### config.mk
export PLATFORM = sky130hd
export DESIGN_NAME = avalon_burst_slave
export DESIGN_NICKNAME = d
export VERILOG_FILES = /design/src/rtl/avs_pkg.sv /design/src/rtl/flex_counter.sv /design/src/rtl/avalon_burst_slave.sv
export SDC_FILE = /design/constraint.sdc
export NUM_CORES = 1
export LEC_CHECK = 0
export ABC_AREA = 1
export ABC_CLOCK_PERIOD_IN_PS = 6600
export BUFFER_PORTS_ARGS = -buffer_cell sky130_fd_sc_hd__buf_4
export CELL_PAD_IN_SITES_DETAIL_PLACEMENT = 1
export CELL_PAD_IN_SITES_GLOBAL_PLACEMENT = 1
export CORE_AREA = 2 2 115 117
export CTS_BUF_LIST = sky130_fd_sc_hd__clkbuf_16
export CTS_CLUSTER_DIAMETER = 80
export CTS_CLUSTER_SIZE = 10
export DETAILED_ROUTE_END_ITERATION = 8
export DIE_AREA = 0 0 117 119
export PLACE_DENSITY = 0.95
export RECOVER_POWER = 100
export REMOVE_ABC_BUFFERS = 1
export SKIP_LAST_GASP = 1
export SLEW_MARGIN = 15
export SYNTH_ARGS = -nofsm -noshare
export SYNTH_HDL_FRONTEND = slang
export SYNTH_SLANG_ARGS = --single-unit
### constraint.sdc
create_clock -name clk -period 6.6 [get_ports clk]
set_input_delay 1.32 -clock clk [delete_from_list [all_inputs] [get_ports clk]]
set_output_delay 1.32 -clock clk [all_outputs]
set_load 0.005 [all_outputs]
### src/rtl/avs_pkg.sv
// Shared types and response codes for the Avalon-MM burst slave.
package avs_pkg;

    typedef enum logic [2:0] {
        IDLE,
        WR_BEAT,
        WR_RESP,
        RD_ISSUE,
        RD_DRAIN
    } state_t;

    localparam logic [1:0] RESP_OKAY   = 2'b00;
    localparam logic [1:0] RESP_DECERR = 2'b11;

endpackage

### src/rtl/flex_counter.sv
// Beat counter: counts 0..rollover_val-1 on count_enable, wraps to 0 after the last index.
module flex_counter #(
    parameter int NUM_CNT_BITS = 4
) (
    input  logic                    clk,
    input  logic                    n_rst,
    input  logic                    clear,
    input  logic                    count_enable,
    input  logic [NUM_CNT_BITS-1:0] rollover_val,
    output logic [NUM_CNT_BITS-1:0] count_out,
    output logic                    rollover_flag
);

    logic [NUM_CNT_BITS-1:0] count_q, count_d;

    // Extra bit keeps count+1 from wrapping; a rollover of 0 flags on index 0.
    assign rollover_flag = ({1'b0, count_q} + 1'b1) >= {1'b0, rollover_val};
    assign count_out     = count_q;

    always_comb begin
        count_d = count_q;
        if (clear) begin
            count_d = '0;
        end else if (count_enable) begin
            count_d = rollover_flag ? '0 : count_q + 1'b1;
        end
    end

    always_ff @(posedge clk or negedge n_rst) begin
        if (!n_rst) count_q <= '0;
        else        count_q <= count_d;
    end

endmodule

### src/rtl/avalon_burst_slave.sv
// Avalon-MM burst slave front end for the local data RAM (1-cycle read latency).
// Optional feature macro: AVS_RD_BURST_EN enables multi-beat read bursts.
module avalon_burst_slave
    import avs_pkg::*;
#(
    parameter int ADDR_W    = 13,
    parameter int DATA_W    = 32,
    parameter int BURST_W   = 10,
    parameter int MAX_ADDR  = 4128,
    parameter int MAX_BURST = 512
) (
    input  logic               clk,
    input  logic               n_rst,
    input  logic               read,
    input  logic               write,
    input  logic               beginbursttransfer,
    input  logic [BURST_W-1:0] burstcount,
    input  logic [ADDR_W-1:0]  address,
    input  logic [DATA_W-1:0]  writedata,
    output logic               waitrequest,
    output logic [DATA_W-1:0]  readdata,
    output logic               readdatavalid,
    output logic               writeresponsevalid,
    output logic [1:0]         response,
    output logic [ADDR_W-1:0]  mem_addr,
    output logic               mem_wen,
    output logic               mem_ren,
    output logic [DATA_W-1:0]  mem_wdata,
    input  logic [DATA_W-1:0]  mem_rdata
);

    localparam int EW = ADDR_W + BURST_W;

    state_t              state_q, state_d;
    logic [ADDR_W-1:0]   base_q, base_d;
    logic [BURST_W-1:0]  n_q, n_d;
    logic                err_q, err_d;
    logic                rvalid_q, rvalid_d;
    logic                rerr_q, rerr_d;

    logic [BURST_W-1:0]  n_cmd;
    logic [EW-1:0]       end_excl;
    logic                rd_burst_err;
    logic                err_cmd;

    logic                cnt_clear, cnt_en, cnt_last;
    logic [BURST_W-1:0]  cnt_roll, beat;
    logic [1:0]          wr_resp;

    assign n_cmd    = beginbursttransfer ? burstcount : BURST_W'(1);
    assign end_excl = EW'(address) + EW'(n_cmd);

`ifdef AVS_RD_BURST_EN
    assign rd_burst_err = 1'b0;
`else
    assign rd_burst_err = !write && beginbursttransfer && (burstcount > BURST_W'(1));
`endif

    // address+N-1 > MAX_ADDR rewritten as address+N > MAX_ADDR+1 to avoid underflow.
    assign err_cmd = (n_cmd == '0) || (n_cmd > BURST_W'(MAX_BURST))
                  || (end_excl > EW'(MAX_ADDR + 1)) || rd_burst_err;

    flex_counter #(.NUM_CNT_BITS(BURST_W)) u_beat_cnt (
        .clk          (clk),
        .n_rst        (n_rst),
        .clear        (cnt_clear),
        .count_enable (cnt_en),
        .rollover_val (cnt_roll),
        .count_out    (beat),
        .rollover_flag(cnt_last)
    );

    assign cnt_clear = (state_d == IDLE);

    always_comb begin
        state_d            = state_q;
        base_d             = base_q;
        n_d                = n_q;
        err_d              = err_q;
        rvalid_d           = 1'b0;
        rerr_d             = err_q;
        cnt_en             = 1'b0;
        cnt_roll           = n_q;
        waitrequest        = 1'b0;
        mem_wen            = 1'b0;
        mem_ren            = 1'b0;
        mem_addr           = '0;
        mem_wdata          = '0;
        writeresponsevalid = 1'b0;
        wr_resp            = RESP_OKAY;

        case (state_q)
            IDLE: begin
                cnt_roll = n_cmd;
                if (write) begin
                    base_d = address;
                    n_d    = n_cmd;
                    err_d  = err_cmd;
                    cnt_en = 1'b1;
                    if (!err_cmd) begin
                        mem_wen   = 1'b1;
                        mem_addr  = address;
                        mem_wdata = writedata;
                    end
                    // The accept beat alone completes a zero- or one-beat write.
                    state_d = (n_cmd <= BURST_W'(1)) ? WR_RESP : WR_BEAT;
                end else if (read) begin
                    base_d  = address;
                    n_d     = n_cmd;
                    err_d   = err_cmd;
                    state_d = RD_ISSUE;
                end
            end
            WR_BEAT: begin
                if (write) begin
                    cnt_en = 1'b1;
                    if (!err_q) begin
                        mem_wen   = 1'b1;
                        mem_addr  = base_q + ADDR_W'(beat);
                        mem_wdata = writedata;
                    end
                    if (cnt_last) state_d = WR_RESP;
                end
            end
            WR_RESP: begin
                waitrequest        = 1'b1;
                writeresponsevalid = 1'b1;
                wr_resp            = err_q ? RESP_DECERR : RESP_OKAY;
                state_d            = IDLE;
            end
            RD_ISSUE: begin
                waitrequest = 1'b1;
                cnt_en      = 1'b1;
                rvalid_d    = 1'b1;
                if (!err_q) begin
                    mem_ren  = 1'b1;
                    mem_addr = base_q + ADDR_W'(beat);
                end
                if (cnt_last) state_d = RD_DRAIN;
            end
            RD_DRAIN: begin
                waitrequest = 1'b1;
                state_d     = IDLE;
            end
            default: state_d = IDLE;
        endcase
    end

    always_comb begin
        readdatavalid = rvalid_q;
        readdata      = (rvalid_q && !rerr_q) ? mem_rdata : '0;
        if (writeresponsevalid)      response = wr_resp;
        else if (rvalid_q && rerr_q) response = RESP_DECERR;
        else                         response = RESP_OKAY;
    end

    always_ff @(posedge clk or negedge n_rst) begin
        if (!n_rst) begin
            state_q  <= IDLE;
            base_q   <= '0;
            n_q      <= '0;
            err_q    <= 1'b0;
            rvalid_q <= 1'b0;
            rerr_q   <= 1'b0;
        end else begin
            state_q  <= state_d;
            base_q   <= base_d;
            n_q      <= n_d;
            err_q    <= err_d;
            rvalid_q <= rvalid_d;
            rerr_q   <= rerr_d;
        end
    end

endmodule

After elaboration in Yosys (flattened, before gate mapping) --
Cells that the tools add are included. W data, S select, Z words.
Operators by class: equal/unequal tests 4, add/sub/neg operators 4, reductions and logical operators 17, $lt $le $gt $ge 5, mux-type cells 44
Operators with widths (count):
- $mux W32 | 5
- $mux W13 | 6
- $mux W10 | 7
- $pmux W32 S2 | 1
- $pmux W13 S3 | 1
- $mux W3 | 5
- $add A13 B10 Y14 | 1
- $gt A14 B13 Y1 const B | 1
- $add A13 B10 Y13 | 1
- $add A10 B1 Y11 const B | 1
- $ge A11 B10 Y1 | 1
- $mux W1 | 11
- $add A10 B1 Y10 const B | 1
- $gt A10 B1 Y1 const B | 1
- $gt A10 B10 Y1 const B | 1
- $le A10 B1 Y1 const B | 1
- $logic_not A10 Y1 | 1
- $mux W2 | 5
- $pmux W3 S3 | 1
- $eq A3 B2 Y1 const B | 2
- $logic_not A3 Y1 | 2
- $logic_and A1 B1 Y1 | 4
- $pmux W1 S2 | 2
- $reduce_bool A2 Y1 | 2
- other kinds (7) | 10
Storage, ports and cells: input port bits 92, register bits 39

Depth between registers and ports, before layout --
Gate-level depths: netlist (run 1).
depth after elaboration 8, gate-level depth with buffers 23

Hierarchy --
A second synthesis (run 1) with hierarchy kept.
Second synthesis, totals: cells, all modules 706, area, all modules 4220.3 µm²
Modules (own cells, without submodules):
- avalon_burst_slave | area each 3249.4 µm², cells each 552, seq. area each 725.7 µm², instances 1
- flex_counter | area each 970.9 µm², cells each 154, seq. area each 250.2 µm², instances 1

Worst setup path before layout (run 1) --
Ideal clock, no wire load.
path type input -> output, start point input beginbursttransfer, end point output mem_addr[0], cell stages on the path 23, setup slack 1.826 ns, arrival time 3.454 ns, cells stage by stage buf_6 -> inv_2 -> nor2_4 -> inv_2 -> ha_1 -> fa_1 -> nand2_1 -> nand2_1 -> nand2_1 -> nand2_1 -> nand3_1 -> nand2_1 -> nand2_1 -> nand2_1 -> nand2_1 -> nand2_1 -> nor2_1 -> nand3_1 -> nand2_1 -> nand2_1 -> buf_6 -> buf_6 -> o21ai_2
On the way: longest elaborated chain between the ends 8, elaborated cells between the ends (all ways) 13, those cells by class add/sub: 1; order compare: 2; mux: 4; reduce/logical: 6
Ends and longest elaborated chain:
- from (decl) | line avalon_burst_slave.sv:16 | input logic beginbursttransfer,
- $mux W10 * | line avalon_burst_slave.sv:50 | assign n_cmd = beginbursttransfer ? burstcount : BURST_W'(1);
- via n_cmd[0] | line avalon_burst_slave.sv:41 | logic [BURST_W-1:0] n_cmd;
- $add A13 B10 Y14 (tied with other cells) | line avalon_burst_slave.sv:51 | assign end_excl = EW'(address) + EW'(n_cmd);
- $gt A14 B13 Y1 / $logic_or A1 B1 Y1 (equally long branches) | line avalon_burst_slave.sv:61, avalon_burst_slave.sv:60
- $logic_or A1 B1 Y1 * (2 in a row) | line avalon_burst_slave.sv:61 | || (end_excl > EW'(MAX_ADDR + 1)) || rd_burst_err;
- $mux W13 * | line avalon_burst_slave.sv:100 | if (!err_cmd) begin
- $mux W13 * | line avalon_burst_slave.sv:95 | if (write) begin
- $pmux W13 S3 * | line avalon_burst_slave.sv:92 | case (state_q)
- to (decl) | line avalon_burst_slave.sv:25 | output logic [ADDR_W-1:0] mem_addr,
The timed path passes the listed nets; every way through them passes the cells marked *.

Worst setup path in the final report (run 1) --
start point input beginbursttransfer, end point output mem_addr[4]
The elaborated chain is that of the path after synthesis.

==> results.md, run 1 <==
- Htree depth: 2
- Hold-fix buffers, CTS: 0
- Worst hold path class: reg2reg
- CTS tree: yes
- RSZ-0062 raised after global routing: no
- Max-cap viol count: 2
- Worst clock skew: 0.00574 ns
- PostCTS Resize Cnt: 0
- Core ar.: between 10000 and 15000 sq um
- Critical path peak fanout: 40
- Die X: 117 microns
- Diodes inserted: 0
- Gr usage total: 0.233
- Commonest non-fill, non-tap cell in the layout: nand2_1
- Failing checks: capacitance limit, slew limit
- Worst path slowest cell: fa_1
- Detailed-route via count: about 5.3k
- Share of layout cells above drive strength 1: 0.217
- #FFs+latches synth: 39
- Internal power: between 0.0009 and 0.001 W
- Worst setup SP type: primary input
- Clock tree buffer depth: 2
- Power share of the clock group: 0.163
- CP Cell Sequence: buf_4, inv_1, nor2_1, clkinv_1, ha_1, fa_1, nand2_1, nand2_1, nand2_1, nand2_1, nand3_1, nand2_1, nand2_1, nand2_1, nand2_1, nand2_1, nor2_1, nand3_1, nand2_1, nand2_1, buf_4, o21ai_0, buf_4
- Status: complete, but fails checks
- Ys flop type: dfrtp_1
- Hold Path Origin: n_q[2]$_DFFE_PN0P_
- Cell Area, Synth: about 4300 sq um
- # DRC: 0
- Psw: 0.000807 W
- Input/output buffers: about 180
- Layout area overhead: 33.8%
- Pin count of the biggest net entering global routing: 46
- Initial antenna violation count: 0
- Total die area: between 10000 and 15000 sq um
- Max_slew headroom: -0.515
- CTS Sinks: 39
- Setup crit start: beginbursttransfer
- Largest stage delay, worst path: approximately 0.4 ns
- Worst skew pair latency: a little under 0.3 ns
- Initial Util: 0.336
- Non-filler cells, final: approximately 1.0k
- Site Rows: 42
- Post-Syn Instances: 708
- DPL Wire Length: 13.1 mm
- Final setup fails: 0
- CP arrival: roughly 4.5 ns
- Wire per inst: approximately 16 microns
- TritonCTS Buffers: 5
- Main area contributors after synthesis: dfrtp_1, nand2_1, ha_1
- Setup bufs post-CTS: 0
- Reg2reg start: state_q[1]$_DFF_PN0_
- Vias per cell: between 5 and 6
- Power per cell area: 296 nW/um^2
- Cells on worst reg2reg path: 11
- Chip Height: between 100 and 150 microns
- Required @ worst endpoint: about 5.3 ns
- I/O pins: roughly 180
- Pre-Repair DR Iteration Count: 5
- Sw Share: 0.473
- First-pass GRT wire length: between 20 and 30 mm
- Register area: 976 sq um
- Sequential power share: 0.238
- Final ANT Viol Nets: 0
- Post-synthesis sequential area ratio: 0.226
- Crit Path Class: in2out
- Final period utilization: 0.885
- Min cycle time layout: ~5.8 ns
- Fin. max-slew vios: 81
- Endpoint class of the critical path: output pin
- Leakage: between 3 and 4 nW
- Placed cells: roughly 1.0k
- Hold depth: 2
- CTS root buf: clkbuf_16
- Library cells used by synthesis: 34
- EDFF count, synth: 0
- Most frequent cells in the layout: nand2_1, buf_4, o21ai_0, inv_1, nor2_1
- Nets: 994
- Synth top area share: 0.226
- Cell taking the most area after synthesis: dfrtp_1
- Final Hold Viols: 0
- Initial drt markers: 267
- Routability Congestion: 0.912
- Overall Power: around 0.0017 W
- GR Overflow Total: 0
- Fmax achieved: approximately 170 MHz
- Asr flop ratio synth: 1.00
- Worst-Margin Slew: 2.27 ns
- Fillers: approximately 1.8k
- Multi-input gate area: between 2000 and 3000 sq um
- Fin util: 0.449
- Worst IR Drop VDD: 0.143 mV
- Routed wire length: roughly 17 mm
- Final TNS setup: 0 ns
- Avg Cell Area, Syn: 6.10 sq um
- Combinational share of power: 0.600
- Clk slew on worst S/H paths: 0.06 ns
- Critical path's most frequent cell: nand2_1
- Syn. warnings: 0
- Vias in the first global route: 5348
## stage by stage
step | cell area [sq um] | hold slack (ns) | setup WS, ns
final | 5780 | 0.478 | 0.757
after global routing | 5780 | 0.512 | 0.404
after CTS | 5930 | 0.483 | 0.895
after global placement | 5770 | 0.460 | 1.08
after floorplan | 4190 | 0.434 | 1.05
after detailed placement | 5770 | 0.468 | 0.933
## kinds of logic after synthesis
group	share of synthesized area
adder cells (fa/ha/maj)	0.0933
AO/OA/AOI/OAI	0.194
flip-flops	0.226
buffers and inverters	0.111
AND/OR/NAND/NOR	0.347
XOR/XNOR	0.0284
## critical path, delay by kind of cell
kind	cells	cell delay (ns)
AO/OA/AOI/OAI	1	0.31
adder cells (fa/ha/maj)	2	0.66
buffers and inverters	5	0.89
AND/OR/NAND/NOR	15	1.33
## registers in the layout (all words and copies together), names as in the netlist
register,cells
err_q,1
rerr_q,1
state_q,3
base_q,13
n_q,10
u_beat_cnt.count_out,10
readdatavalid,1
## path summary, 6_finish.rpt
kind	end	slack [ns]
min in group asynchronous	n_q[4]$_DFFE_PN0P_	1.70
hold / removal	n_q[2]$_DFFE_PN0P_	0.48
hold reg to reg	n_q[2]$_DFFE_PN0P_	0.48
max in group asynchronous	base_q[1]$_DFFE_PN0P_	3.59
setup / recovery	mem_addr[4]	0.76
setup reg to reg	u_beat_cnt.count_out[9]$_DFFE_PN0P_	2.82
## power groups by stage
stage | registers, W | clock network [W] | logic (W)
2_1_floorplan | 0.000380 | 0 | 0.000616
3_3_place_gp | 0.000399 | 0 | 0.00100
3_5_place_dp | 0.000407 | 0 | 0.00105
4_1_cts | 0.000406 | 0.000277 | 0.00107
5_1_grt | 0.000418 | 0.000291 | 0.00115
6_report | 0.000406 | 0.000278 | 0.00102
## cells in the mapped netlist, types with 4 or more instances
library cell and n:
a21oi_1 32, ha_1 29, nand2_1 239, nand4_1 6, nor3_1 4, buf_6 5
and2_1 10, nand3_1 35, clkbuf_1 15, inv_1 89, xnor2_1 4, dfrtp_1 39
o21ai_0 66, xor2_1 10, o21ai_2 30, nor2_1 64
## per-layer routing
metal / routed length, microns / part of all wire / vias up / GRT usage
met4: 279 / 0.017 / 0 / 0.0654
li1: - / - / 2573 / -
met3: 1110 / 0.066 / 23 / 0.0265
met2: 8510 / 0.51 / 198 / 0.438
met5: 0 / 0 / - / 0
met1: 6830 / 0.41 / 2549 / 0.273
## area by class of cell
type / instances / area share
Clock inverter: 3 / 0.00671
Tap cell: 176 / 0.0381
Clock buffer: 5 / 0.0216
Timing Repair Buffer: 180 / 0.227
Inverter: 92 / 0.0598
Sequential cell: 39 / 0.169
Multi-Input combinational cell: 553 / 0.478
Power figures use the tool's default switching activity.
==> run 2: changes to the inputs <==
CORE_AREA = 3 3 116 118   (was 2 2 115 117)
DIE_AREA = 0 0 119 121   (was 0 0 117 119)
PLACE_DENSITY = default   (was 0.95)
PLACE_DENSITY_LB_ADDON = 0.2   (was default)
==> results.md, run 2 (synthesis gave the netlist of run 1 again) <==
- Status: complete, but fails checks
- Failing checks: capacitance limit, slew limit
- RSZ-0062 raised after global routing: no
- PostCTS Resize Cnt: 0 (unchanged)
- Routed wire length: 17.1 mm (+2.2%)
- Worst skew pair latency: 0.29 ns (about the same)
- DPL Wire Length: 14.1 mm (+7.2%)
- Critical path peak fanout: 26 (-35%)
- Worst setup SP type: primary input
- Setup bufs post-CTS: 0 (unchanged)
- Pre-CTS WS: 0.907 ns (-0.0259 ns)
- Max-cap viol count: 2 (unchanged)
- Site Rows: 41 (-2.4%)
- Most frequent cells in the layout: nand2_1, buf_4, o21ai_0, inv_1, nor2_1
- Htree depth: 2 (unchanged)
- Endpoint class of the critical path: output pin
- Fillers: 1761 (-1.3%)
- Gr usage total: 0.233 (-0.000538)
- Nets: 993 (-0.10%)
- Crit Path Class: in2out
- Clk slew on worst S/H paths: 0.06 ns (about the same)
- Share of layout cells above drive strength 1: 0.210 (-0.00664)
- Required @ worst endpoint: 5.28 ns (about the same)
- Leakage: 3.13 nW (-0.86%)
- Layout area overhead: 33.5%
- First-pass GRT wire length: 27.2 mm (+5.7%)
- CTS Sinks: 39 (unchanged)
- CP arrival: 4.41 ns (-0.11 ns)
- Min cycle time layout: 5.73 ns (-0.114 ns)
- Fmax achieved: 175 MHz (+2.0%)
- Initial antenna violation count: 0 (unchanged)
- Initial drt markers: 195 (-27%)
- Biggest register: base_q
- Vias in the first global route: 5414 (+1.2%)
- Hold depth: 2 (unchanged)
- Total die area: 14400 sq um (+3.4%)
- Initial Util: 0.344 (+0.00818)
- Final TNS setup: 0 ns (unchanged)
- Chip Height: 121 microns (+1.7%)
- Input/output buffers: 175 (unchanged)
- Cells on worst reg2reg path: 11 (unchanged)
- Worst-Margin Slew: 2.23 ns (-0.0385 ns)
- Worst hold path class: reg2reg
- Vias per cell: 4.95 (-2.9%)
- Max_slew headroom: -0.489 (+0.0256)
- Final ANT Viol Nets: 0 (unchanged)
- Clock tree buffer depth: 2 (unchanged)
- Power per cell area: 294 nW/um^2 (-0.44%)
- Final setup fails: 0 (unchanged)
- Worst IR Drop VDD: 0.133 mV (-7.3%)
- Final period utilization: 0.868 (-0.0172)
- Detailed-route via count: 5164 (-3.4%)
- Final WS setup: 0.871 ns (+0.114 ns)
- Wire per inst: 16.4 microns (+2.7%)
- Pin count of the biggest net entering global routing: 46 (unchanged)
- Worst clock skew: 0.00805 ns (+0.00231 ns)
- Diodes inserted: 0 (unchanged)
- Fin. max-slew vios: 81 (unchanged)
- Commonest non-fill, non-tap cell in the layout: nand2_1
- CTS root buf: clkbuf_16
- Hold-fix buffers, CTS: 0 (unchanged)
- Core ar.: 12600 sq um (-2.4%)
- I/O pins: 176 (unchanged)
- GR Overflow Total: 0 (unchanged)
- TritonCTS Buffers: 5 (unchanged)
- Final Hold Slack: 0.482 ns (+0.00402 ns)
- Pre-Repair DR Iteration Count: 4 (-1)
- R2R Setup Slk: 2.96 ns (+0.14 ns)
- CTS tree: yes
- Die X: 119 microns (+1.7%)
- Final Hold Viols: 0 (unchanged)
- # DRC: 0 (unchanged)
- Max reg flops: 13 (unchanged)
- Routability Congestion: 0.940 (+3.1%)
[run 2: cell count changes in the layout (fill, tap and decap cells not counted), moves of 2 or more]
cell,previous run,this run
and2_0,6,8
and2_1,4,2
clkbuf_1,9,17
buf_4,139,130
[run 2: path summary, 6_finish.rpt]
path                                           start                                   to
worst max-delay path              beginbursttransfer                          mem_addr[7]
worst min register to register    n_q[6]$_DFFE_PN0P_                   n_q[6]$_DFFE_PN0P_
worst min-delay path              n_q[6]$_DFFE_PN0P_                   n_q[6]$_DFFE_PN0P_
min in group asynchronous                      n_rst               base_q[12]$_DFFE_PN0P_
worst max register to register  state_q[1]$_DFF_PN0_  u_beat_cnt.count_out[9]$_DFFE_PN0P_
max in group asynchronous                      n_rst                base_q[4]$_DFFE_PN0P_
[run 2: area by class of cell]
class | count | area (sq um) | share of cell area
Clock inverter | 3 | 42.5 | 0.00738
Sequential cell | 39 | 976 | 0.169
Multi-Input combinational cell | 553 | 2770 | 0.480
Tap cell | 172 | 215 | 0.0373
Timing Repair Buffer | 179 | 1290 | 0.224
Inverter | 92 | 345 | 0.0599
Clock buffer | 5 | 125 | 0.0217
[run 2: metal layers]
layer  global-route usage  wire, microns
met3               0.0364            895
met5                    0              0
met2                0.446           8880
met4               0.0521            253
met1                0.270           7080
[run 2: where the power goes]
group          leakage (nW)  switching (W)  internal (W)
clock network        0.0818       0.000104      0.000179
logic                  2.54       0.000624      0.000390
registers             0.502      0.0000734      0.000328
total                  3.13       0.000801      0.000896
[run 2: metrics by stage]
step                      cell area (sq um)  utilization  power, W  cells
after floorplan                        4190            -  0.000996    684
after global placement                 5770        0.459   0.00141   1035
after detailed placement               5770        0.459   0.00147   1035
after CTS                              5940        0.473   0.00177   1043
after global routing                   5770        0.459   0.00187   1043
final                                  5770        0.459   0.00170   1043
[run 2: worst max-delay path, cell delays in order]
cell and delay [ns]:
buf_4 0.17, inv_1 0.08, nor2_1 0.17, clkinv_1 0.13, ha_1 0.24, fa_1 0.42, nand2_1 0.09, nand2_1 0.05
nand2_1 0.06, nand2_1 0.07, nand3_1 0.09, nand2_1 0.09, nand2_1 0.09, nand2_1 0.07, nand2_1 0.07, nand2_1 0.04
nor2_1 0.09, nand3_1 0.10, nand2_1 0.08, nand2_2 0.25, buf_12 0.27, o21ai_0 0.21, buf_4 0.16
